### config.mk
export PLATFORM = sky130hd
export DESIGN_NAME = pipe_stage_buf_flat
export DESIGN_NICKNAME = d
export VERILOG_FILES = /design/src/rtl/pipe_stage_buf_pkg.sv /design/src/rtl/pipe_stage_buf_if.sv /design/src/rtl/pipe_stage_buf_slot.sv /design/src/rtl/pipe_stage_buf.sv /design/src/flat_wrapper.sv
export SDC_FILE = /design/constraint.sdc
export NUM_CORES = 1
export LEC_CHECK = 0
export ABC_CLOCK_PERIOD_IN_PS = 2600
export BUFFER_PORTS_ARGS = -buffer_cell sky130_fd_sc_hd__clkbuf_2
export CORE_ASPECT_RATIO = 1.1
export CORE_UTILIZATION = 31
export CTS_CLUSTER_DIAMETER = 30
export DETAILED_ROUTE_END_ITERATION = 10
export GPL_ROUTABILITY_DRIVEN = 0
export MAX_ROUTING_LAYER = met4
export PLACE_DENSITY = 0.62
export SETUP_SLACK_MARGIN = 0.02
export SYNTH_ARGS = -nofsm -noshare
export SYNTH_HDL_FRONTEND = slang
export SYNTH_SLANG_ARGS = --single-unit
### constraint.sdc
create_clock -name clk -period 2.6 [get_ports clk]
set_input_delay 0.26 -clock clk [delete_from_list [all_inputs] [get_ports clk]]
set_output_delay 0.26 -clock clk [all_outputs]
set_load 0.02 [all_outputs]
### src/rtl/pipe_stage_buf_pkg.sv
// rtl/pipe_stage_buf_pkg.sv - shared types and bundle widths for the pipeline stage buffer
//
// Purpose: occupancy state enum, per-stage default bundle widths and a
// helper that turns the occupancy state into an entry count.
// Ports: none (package).
package pipe_pkg;

  typedef enum logic [1:0] {
    EMPTY = 2'd0,
    ONE   = 2'd1,
    TWO   = 2'd2
  } pipe_state_e;

  // IF/ID: pc 32 + instr 32; single control bit (entry is a real fetch)
  localparam int IF_ID_CTRL_W  = 1;
  localparam int IF_ID_DATA_W  = 64;
  // ID/EX: rs1 32 + rs2 32 + imm 32 + rd 5; alu op / mem / wb controls
  localparam int ID_EX_CTRL_W  = 8;
  localparam int ID_EX_DATA_W  = 101;
  // EX/MEM: ula_res 32 + store data 32 + rd 5
  localparam int EX_MEM_CTRL_W = 3;
  localparam int EX_MEM_DATA_W = 69;
  // MEM/WB: ula_res 32 + mem_res 32 + rd 5; mem_rd, reg_wr, mux_reg_wr
  localparam int MEM_WB_CTRL_W = 3;
  localparam int MEM_WB_DATA_W = 69;

  function automatic logic [1:0] state_count(input pipe_state_e st);
    case (st)
      ONE:     state_count = 2'd1;
      TWO:     state_count = 2'd2;
      default: state_count = 2'd0;
    endcase
  endfunction

endpackage

### src/rtl/pipe_stage_buf_if.sv
// rtl/pipe_stage_buf_if.sv - handshake bundle between a pipeline stage buffer and its neighbours
//
// Purpose: groups flush, the upstream (in_*) and downstream (out_*) handshakes
// and the occupancy count of one stage buffer.
// Modports:
//   slave  - the stage buffer: consumes in_*/out_ready/flush, drives the rest
//   master - the surrounding pipeline: drives in_*/out_ready/flush
interface pipe_stage_buf_if #(
  parameter int CTRL_W = 3,
  parameter int DATA_W = 69
) ();

  logic              flush;
  logic              in_valid;
  logic              in_ready;
  logic [CTRL_W-1:0] in_ctrl;
  logic [DATA_W-1:0] in_data;
  logic              out_valid;
  logic              out_ready;
  logic [CTRL_W-1:0] out_ctrl;
  logic [DATA_W-1:0] out_data;
  logic [1:0]        count;

  modport slave (
    input  flush, in_valid, in_ctrl, in_data, out_ready,
    output in_ready, out_valid, out_ctrl, out_data, count
  );

  modport master (
    output flush, in_valid, in_ctrl, in_data, out_ready,
    input  in_ready, out_valid, out_ctrl, out_data, count
  );

endinterface

### src/rtl/pipe_stage_buf_slot.sv
// rtl/pipe_stage_buf_slot.sv - one valid+ctrl+data entry register
//
// Purpose: a single buffer entry. clr drops the entry and zeroes its control
// bundle while keeping the data; load captures a new entry. clr wins.
// Ports:
//   clk, rst_n        - clock, asynchronous active-low reset
//   load, clr         - capture d_* / invalidate and zero ctrl
//   d_ctrl, d_data    - entry to capture
//   q_valid, q_ctrl, q_data - held entry
module pipe_slot #(
  parameter int CTRL_W = 3,
  parameter int DATA_W = 69
) (
  input  logic              clk,
  input  logic              rst_n,
  input  logic              load,
  input  logic              clr,
  input  logic [CTRL_W-1:0] d_ctrl,
  input  logic [DATA_W-1:0] d_data,
  output logic              q_valid,
  output logic [CTRL_W-1:0] q_ctrl,
  output logic [DATA_W-1:0] q_data
);

  always_ff @(posedge clk or negedge rst_n) begin
    if (!rst_n) begin
      q_valid <= 1'b0;
      q_ctrl  <= '0;
      q_data  <= '0;
    end else if (clr) begin
      q_valid <= 1'b0;
      q_ctrl  <= '0;
    end else if (load) begin
      q_valid <= 1'b1;
      q_ctrl  <= d_ctrl;
      q_data  <= d_data;
    end
  end

endmodule

### src/rtl/pipe_stage_buf.sv
// rtl/pipe_stage_buf.sv - generic valid/ready pipeline stage register with optional skid entry
//
// Purpose: FIFO-ordered stage register carrying a control and a data bundle,
// with synchronous flush (bubble insertion) and bubble gating of out_ctrl.
// SKID=1 adds a second entry so in_ready can come straight from a flop.
// Ports:
//   clk, rst_n - clock, asynchronous active-low reset
//   bus        - pipe_stage_buf_if.slave: flush, in_* (upstream),
//                out_* (downstream), count (entries held)
module pipe_stage_buf
  import pipe_pkg::*;
#(
  parameter int CTRL_W = 3,
  parameter int DATA_W = 69,
  parameter bit SKID   = 1'b1
) (
  input  logic                 clk,
  input  logic                 rst_n,
  pipe_stage_buf_if.slave      bus
);

  pipe_state_e       state_q, state_d;

  logic              main_valid, skid_valid;
  logic [CTRL_W-1:0] main_ctrl, skid_ctrl, main_d_ctrl;
  logic [DATA_W-1:0] main_data, skid_data, main_d_data;
  logic              main_load, main_clr, skid_load, skid_clr;
  logic              in_ready, accept, pop;

  assign accept = bus.in_valid && in_ready;
  assign pop    = main_valid && bus.out_ready;

  always_ff @(posedge clk or negedge rst_n) begin
    if (!rst_n) state_q <= EMPTY;
    else        state_q <= state_d;
  end

  // With SKID=0, in ONE an accept always comes with a pop, so TWO is unreachable.
  always_comb begin
    state_d   = state_q;
    main_load = 1'b0;
    main_clr  = 1'b0;
    skid_load = 1'b0;
    skid_clr  = 1'b0;
    if (bus.flush) begin
      state_d  = EMPTY;
      main_clr = 1'b1;
      skid_clr = 1'b1;
    end else begin
      case (state_q)
        EMPTY: begin
          if (accept) begin
            state_d   = ONE;
            main_load = 1'b1;
          end
        end
        ONE: begin
          if (accept && pop) begin
            main_load = 1'b1;
          end else if (accept) begin
            state_d   = TWO;
            skid_load = 1'b1;
          end else if (pop) begin
            state_d  = EMPTY;
            main_clr = 1'b1;
          end
        end
        TWO: begin
          if (pop) begin
            state_d   = ONE;
            main_load = 1'b1;
            skid_clr  = 1'b1;
          end
        end
        default: state_d = EMPTY;
      endcase
    end
  end

  // Main refills from the skid whenever the skid holds the older entry.
  assign main_d_ctrl = skid_valid ? skid_ctrl : bus.in_ctrl;
  assign main_d_data = skid_valid ? skid_data : bus.in_data;

  pipe_slot #(.CTRL_W(CTRL_W), .DATA_W(DATA_W)) u_main (
    .clk     (clk),
    .rst_n   (rst_n),
    .load    (main_load),
    .clr     (main_clr),
    .d_ctrl  (main_d_ctrl),
    .d_data  (main_d_data),
    .q_valid (main_valid),
    .q_ctrl  (main_ctrl),
    .q_data  (main_data)
  );

  if (SKID) begin : g_skid
    logic in_ready_q;

    pipe_slot #(.CTRL_W(CTRL_W), .DATA_W(DATA_W)) u_skid (
      .clk     (clk),
      .rst_n   (rst_n),
      .load    (skid_load),
      .clr     (skid_clr),
      .d_ctrl  (bus.in_ctrl),
      .d_data  (bus.in_data),
      .q_valid (skid_valid),
      .q_ctrl  (skid_ctrl),
      .q_data  (skid_data)
    );

    // Registered ready: decoupled from out_ready, looks at the next state.
    always_ff @(posedge clk or negedge rst_n) begin
      if (!rst_n) in_ready_q <= 1'b1;
      else        in_ready_q <= (state_d != TWO);
    end

    assign in_ready = in_ready_q;
  end else begin : g_noskid
    assign skid_valid = 1'b0;
    assign skid_ctrl  = '0;
    assign skid_data  = '0;
    assign in_ready   = !main_valid || bus.out_ready;
  end

  assign bus.in_ready  = in_ready;
  assign bus.out_valid = main_valid;
  // Consumers that ignore valid must never see a stale write enable.
  assign bus.out_ctrl  = main_valid ? main_ctrl : '0;
  assign bus.out_data  = main_data;
  assign bus.count     = state_count(state_q);

endmodule

### src/flat_wrapper.sv
// flat-port wrapper written by rule: the top's interface ports become plain ports
module pipe_stage_buf_flat import pipe_pkg::*;
#(
  parameter int CTRL_W = 3,
  parameter int DATA_W = 69,
  parameter bit SKID   = 1'b1
)
  (clk, rst_n, bus_flush, bus_in_valid, bus_in_ctrl, bus_in_data, bus_out_ready, bus_in_ready, bus_out_valid, bus_out_ctrl, bus_out_data, bus_count);
  pipe_stage_buf_if #(.CTRL_W(CTRL_W), .DATA_W(DATA_W)) bus_i ();
  input  logic clk;
  input  logic rst_n;
  input wire logic [$bits(bus_i.flush)-1:0] bus_flush;
  input wire logic [$bits(bus_i.in_valid)-1:0] bus_in_valid;
  input wire logic [$bits(bus_i.in_ctrl)-1:0] bus_in_ctrl;
  input wire logic [$bits(bus_i.in_data)-1:0] bus_in_data;
  input wire logic [$bits(bus_i.out_ready)-1:0] bus_out_ready;
  output wire logic [$bits(bus_i.in_ready)-1:0] bus_in_ready;
  output wire logic [$bits(bus_i.out_valid)-1:0] bus_out_valid;
  output wire logic [$bits(bus_i.out_ctrl)-1:0] bus_out_ctrl;
  output wire logic [$bits(bus_i.out_data)-1:0] bus_out_data;
  output wire logic [$bits(bus_i.count)-1:0] bus_count;
  assign bus_i.flush = bus_flush;
  assign bus_i.in_valid = bus_in_valid;
  assign bus_i.in_ctrl = bus_in_ctrl;
  assign bus_i.in_data = bus_in_data;
  assign bus_i.out_ready = bus_out_ready;
  assign bus_in_ready = bus_i.in_ready;
  assign bus_out_valid = bus_i.out_valid;
  assign bus_out_ctrl = bus_i.out_ctrl;
  assign bus_out_data = bus_i.out_data;
  assign bus_count = bus_i.count;
  pipe_stage_buf #(.CTRL_W(CTRL_W), .DATA_W(DATA_W), .SKID(SKID)) u_core (.clk(clk), .rst_n(rst_n), .bus(bus_i));
endmodule
# --- Word-level counts from Yosys, hierarchy flattened ---
# Cells that the tools add are included.
word_totals:
  reg_bits: 149
  latch_bits: 0
  ram_bits: 0
  romBits: 0
  in_bits: 77
  out_inout_bits: 76
  word_cells: 54
  n_memories: 0
classes:
  addsub: 0
  multipliers: 0
  n_div: 0
  n_lt_le_gt_ge: 0
  eq_ne: 3
  shift: 0
  n_mux: 33
  n_bitwise: 2
  reduce_logical: 8
op_table:
  columns: ["cell", "count"]
  rows:
  - ["$mux 69", 1]
  - ["$mux 3", 6]
  - ["$mux 1", 17]
  - ["$mux 2", 6]
  - ["$pmux 2 s3", 1]
  - ["$pmux 2 s2", 1]
  - ["$reduce_and 2->1", 2]
  - ["$reduce_bool 2->1", 2]
  - ["$logic_and 1x1->1", 3]
  - ["$pmux 1 s3", 1]
  - ["$eq 2x1->1 const B", 1]
  - ["$eq 2x2->1 const B", 1]
  - ["$logic_not 2->1", 1]
  - ["$ne 2x2->1 const B", 1]
  - ["$not 1->1", 2]

# --- Logic depth before layout (Yosys ltp) ---
logic_depth:
  ltp_word: 8
  mapped_depth: 6
  depth_no_buf: 3

# --- Cells and area by module ---
# A second synthesis with hierarchy kept.
hier_totals:
  hier_cells: 425
  hier_area_um2: 6630.1
modules_own_cells:
  columns: ["mod", "instances", "cells_each", "area_each_um2", "seq_area_each_um2"]
  rows:
  - ["pipe_slot", 2, 160, 2777.7, 1826.8]
  - ["pipe_stage_buf", 1, 105, 1074.8, 76.3]

# --- Least setup slack after synthesis ---
# OpenSTA, ideal clock, no wires.
synth_path:
  kind: "register -> register"
  from: "register u_core.u_main.q_valid"
  to: "register u_core.u_main.q_data[62]"
  setup_ns: 0.125
  arrival_ns: 1.836
  required_time_ns: 2.475
  setup_slack_ns: 0.639
  path_stages_with_launch: 5
  path_buffers: 1
  period_less_slack_ns: 1.961
  cell_sequence: "dfrtp_1 -> nand2_1 -> a221oi_4 -> buf_6 -> mux2_2"
synth_between:
  elab_chain_len: 8
  elab_cells_between_ends: 12
  classes_between: "8 x mux; 1 x bitwise; 3 x reduce/logical"
synth_lines:
  columns: ["item", "line_no", "text"]
  rows:
  - ["start, declared", "pipe_stage_buf_slot.sv:20", "output logic q_valid,"]
  - ["start signal, assigned", "pipe_stage_buf_slot.sv:27", "q_valid <= 1'b0;"]
  - ["start signal, assigned", "pipe_stage_buf_slot.sv:31", "q_valid <= 1'b0;"]
  - ["start signal, assigned", "pipe_stage_buf_slot.sv:34", "q_valid <= 1'b1;"]
  - ["$logic_and 1x1->1 *", "pipe_stage_buf.sv:31", "assign pop = main_valid && bus.out_ready;"]
  - ["$mux 1", "pipe_stage_buf.sv:63, pipe_stage_buf.sv:69", null]
  - ["$mux 1", "pipe_stage_buf.sv:60", "end else if (accept) begin"]
  - ["$mux 1", "pipe_stage_buf.sv:58", "if (accept && pop) begin"]
  - ["$mux 1", "pipe_stage_buf.sv:50", "case (state_q)"]
  - ["$mux 1", "pipe_stage_buf.sv:45", "if (bus.flush) begin"]
  - ["$not 1->1 (no line)", null, null]
  - ["$reduce_and 2->1 (no line) *", null, null]
  - ["end signal, assigned", "pipe_stage_buf_slot.sv:36", "q_data <= d_data;"]
  - ["end, declared", "pipe_stage_buf_slot.sv:22", "output logic [DATA_W-1:0] q_data"]
# Mark *: on every way between the ends. The rest lies on a longest branch, timed or not.
# A chain may end at the register's enable or synchronous reset.

# --- Worst setup path after layout ---
layout_path:
  from: "register u_core.state_q[0]"
  to: "register u_core.u_main.q_data[26]"
layout_between:
  elab_chain_len: 5
  elab_cells_between_ends: 9
  classes_between: "2 x eq/ne; 4 x mux; 1 x bitwise; 2 x reduce/logical"
layout_lines:
  columns: ["item", "line_no", "text"]
  rows:
  - ["start, declared", "pipe_stage_buf.sv:22", "pipe_state_e state_q, state_d;"]
  - ["start signal, assigned", "pipe_stage_buf.sv:35", "else state_q <= state_d;"]
  - ["branches (longest 4 deep; another with $pmux 1 s3)", null, null]
  - ["$reduce_and 2->1 (no line) *", null, null]
# Mark *: on every way between the ends.

==> flow_summary.json <==
{
  "cap_viol_max_count": 0,
  "post_route_cells_drive_above_1_share": 0.660,
  "crit_chain": "nand4b_1 > a221oi_4 > buf_12 > mux2_2",
  "crit_start": "u_core.state_q[0]",
  "finalCritPeriodShare": 0.784,
  "ys_seq_area_frac": 0.571,
  "comb_power_share": 0.269,
  "start_util": 0.317,
  "max-vdd-ir-drop_mv": 0.534,
  "cts_root_buf": "clkbuf_16",
  "antenna_found_initial": 0,
  "dr.pass1.iters": 4,
  "numCtsBuffers": 17,
  "synth_top_area_frac": 0.567,
  "ys_ff_latch": 149,
  "synthTopCellsByArea": "dfrtp_1, mux2_2, mux2_1",
  "yosysWarnings": 0,
  "ioPinCount": 153,
  "hpwl_mm": 9.22,
  "synthCells": 424,
  "rsz0062_at_grt": "no",
  "cts.sinks": 149,
  "layout.cells.non_filler": 848,
  "crit_arrival_ps": 2330,
  "setup_viol": 0,
  "p_leak_uw": 0.00375,
  "fin_nets": 656,
  "intPower_uw": 6090,
  "critPathMaxFanout": 58,
  "crit_family": "flip-flops",
  "outcome": "completed",
  "track_usage": 0.139,
  "syn_area_per_cell_sq_um": 15.4,
  "std_cell_rows": 55,
  "htree_levels": 4,
  "setup_tns_ps": 0,
  "rr_worst_depth": 4,
  "hold_path.class": "in2reg",
  "required_ps": 2890,
  "vias": 4004,
  "routed_wl_mm": 13.8,
  "gr-total-overflow": 0,
  "relSlewSlack": 0.552,
  "path_buf_inv": 1,
  "hold-path-endpoint": "u_core.g_skid.u_skid.q_data[53]",
  "cts.clk_slew.worst_paths_ps": 60,
  "first_iter_violations": 96,
  "cp-start-kind": "flip-flop",
  "hold_depth": 2,
  "r2r-start": "u_core.state_q[0]",
  "wl_per_cell_um": 16.2,
  "diodes": 0,
  "ant_nets": 0,
  "final_max_slew_viol_count": 0,
  "syn_area_sq_mm": 0.00654,
  "clockBufferDepth": 2,
  "crit_path_end_kind": "flip-flop",
  "switchingPower_uw": 2600,
  "cts_tree": "yes",
  "clock.fmax_ghz": 0.491,
  "vias_per_cell": 4.72,
  "powerDensity_mw_per_mm2": 1060,
  "p_sw_frac": 0.299,
  "synth_edf_count": 0,
  "power.share.clock": 0.307,
  "clock-skew-final_ps": 8.49,
  "power_uw": 8700,
  "syn_nets": 501,
  "portBuffers": 152,
  "grt_pass1_vias": 4411,
  "final_area_sq_mm": 0.00823,
  "tightest_slew_ps": 671,
  "fin_crit_ps": 2040,
  "core_area_sq_mm": 0.0206,
  "dpl.cell_count": 815,
  "r2r-end": "u_core.u_main.q_data[26]",
  "yosys_most_used_dff": "dfrtp_1",
  "seq_power_share": 0.425,
  "r2r_slack_ps": 560,
  "area_growth_pct": 25.9,
  "die-area_sq_mm": 0.0217,
  "grt_pass1_wl_mm": 22.7,
  "post_cts_buffers": 0,
  "dpl_cell_area_sq_mm": 0.00758,
  "crit_path_top_delay_cell": "dfrtp_1",
  "async_flop_share": 1.00,
  "path_class": "reg2reg",
  "insertion_delay_ps": 410,
  "critPathMaxStageDelay_ps": 480,
  "drc_errors": 0,
  "finalHoldViolCount": 0,
  "ys_types": 26,
  "fp.dieH_um": 154,
  "min_from": "bus_in_data[53]",
  "yosys.area.top_type": "dfrtp_1",
  "grt_max_degree": 73,
  "holdWs_ps": 89.2,
  "die_w_um": 140
}
## cell families (layout without fill, tap and decap cells)
| family | Yosys count | count (layout) | synth area share |
|---|---|---|---|
| compound gates | 13 | 13 | 0.0157 |
| simple gates | 23 | 23 | 0.0235 |
| flops | 149 | 149 | 0.571 |
| buf+inv | 26 | 194 | 0.0245 |
| mux | 213 | 213 | 0.366 |
## sequential cells by signal (all words and copies together) (netlist names)
name                          cells
u_core.u_main.q_data             69
u_core.g_skid.u_skid.q_valid      1
u_core.bus.in_ready               1
u_core.u_main.q_valid             1
u_core.u_main.q_ctrl              3
u_core.g_skid.u_skid.q_data      69
u_core.state_q                    2
u_core.g_skid.u_skid.q_ctrl       3
## cell usage after synthesis, drive strengths merged (2+ instances only)
cell,n
o21ai,6
a22o,3
mux2,207
dfrtp,148
mux2i,6
nor2b,6
clkbuf,10
a211oi,2
buf,15
nand4b,2
and4b,2
nand3b,2
and2,5
nand2,3
## worst max-delay path by stage
stage,to,slack (ps),depth (start not counted)
after floorplan,u_core.u_main.q_data[62],640,4
after CTS,u_core.u_main.q_data[26],550,4
final,u_core.u_main.q_data[26],560,4
after global routing,u_core.u_main.q_data[33],430,4
after global placement,u_core.u_main.q_data[26],630,4
after detailed placement,u_core.u_main.q_data[26],560,4
## repair_timing
item	4_1_cts	5_1_grt
hold endpoints to repair	69	0
hold buffers	1	0
gates resized for setup	0	0
## through the flow
| stage | setup slack [ps] | utilization |
|---|---|---|
| 2_1_floorplan | 639 | - |
| 3_3_place_gp | 630 | 0.367 |
| 3_5_place_dp | 562 | 0.367 |
| 4_1_cts | 551 | 0.399 |
| 5_1_grt | 435 | 0.399 |
| 6_report | 562 | 0.399 |
## power groups by stage
stage | registers (uW) | clock network, uW | logic [uW]
floorplan | 4120 | 0 | 1130
global placement | 3660 | 0 | 2290
detailed placement | 3740 | 0 | 2380
CTS | 3700 | 2750 | 2380
global route | 3820 | 2860 | 2530
finish | 3690 | 2670 | 2340
## worst register-to-register path, cell delays in order (launching register included)
cell      delay, ps
dfrtp_1         480
nand4b_1        300
a221oi_4        350
buf_12          360
mux2_2          430
## routing by layer
metal / wire length (um) / up-vias / track usage / part of all wire
met5: 0 / - / - / 0
met4: 191 / 0 / 0.0424 / 0.014
met3: 708 / 13 / 0.0455 / 0.051
met2: 7020 / 103 / 0.233 / 0.51
met1: 5830 / 2046 / 0.157 / 0.42
li1: - / 1842 / - / -
## final cells by class
type,count,area (sq um)
multi-input cells,249,2660
clock inverters,10,168
repair buffers,161,875
clock buffers,22,474
well taps,256,320
inverters,1,3.75
fillers,1969,12400
flip-flops and latches,149,3730
## cells in the final DEF (no fill, tap or decap), drive strengths merged, types with 3 or more instances in the layout
cell type / synthesis / final
mux2i: 6 / 6
dfrtp: 148 / 148
buf: 15 / 9
bufinv: 0 / 4
o21ai: 6 / 6
inv: 1 / 4
mux2: 207 / 207
nand2: 3 / 3
clkbuf: 10 / 173
nor2b: 6 / 6
a22o: 3 / 3
and2: 5 / 5
(Power assumes the default switching activity.)
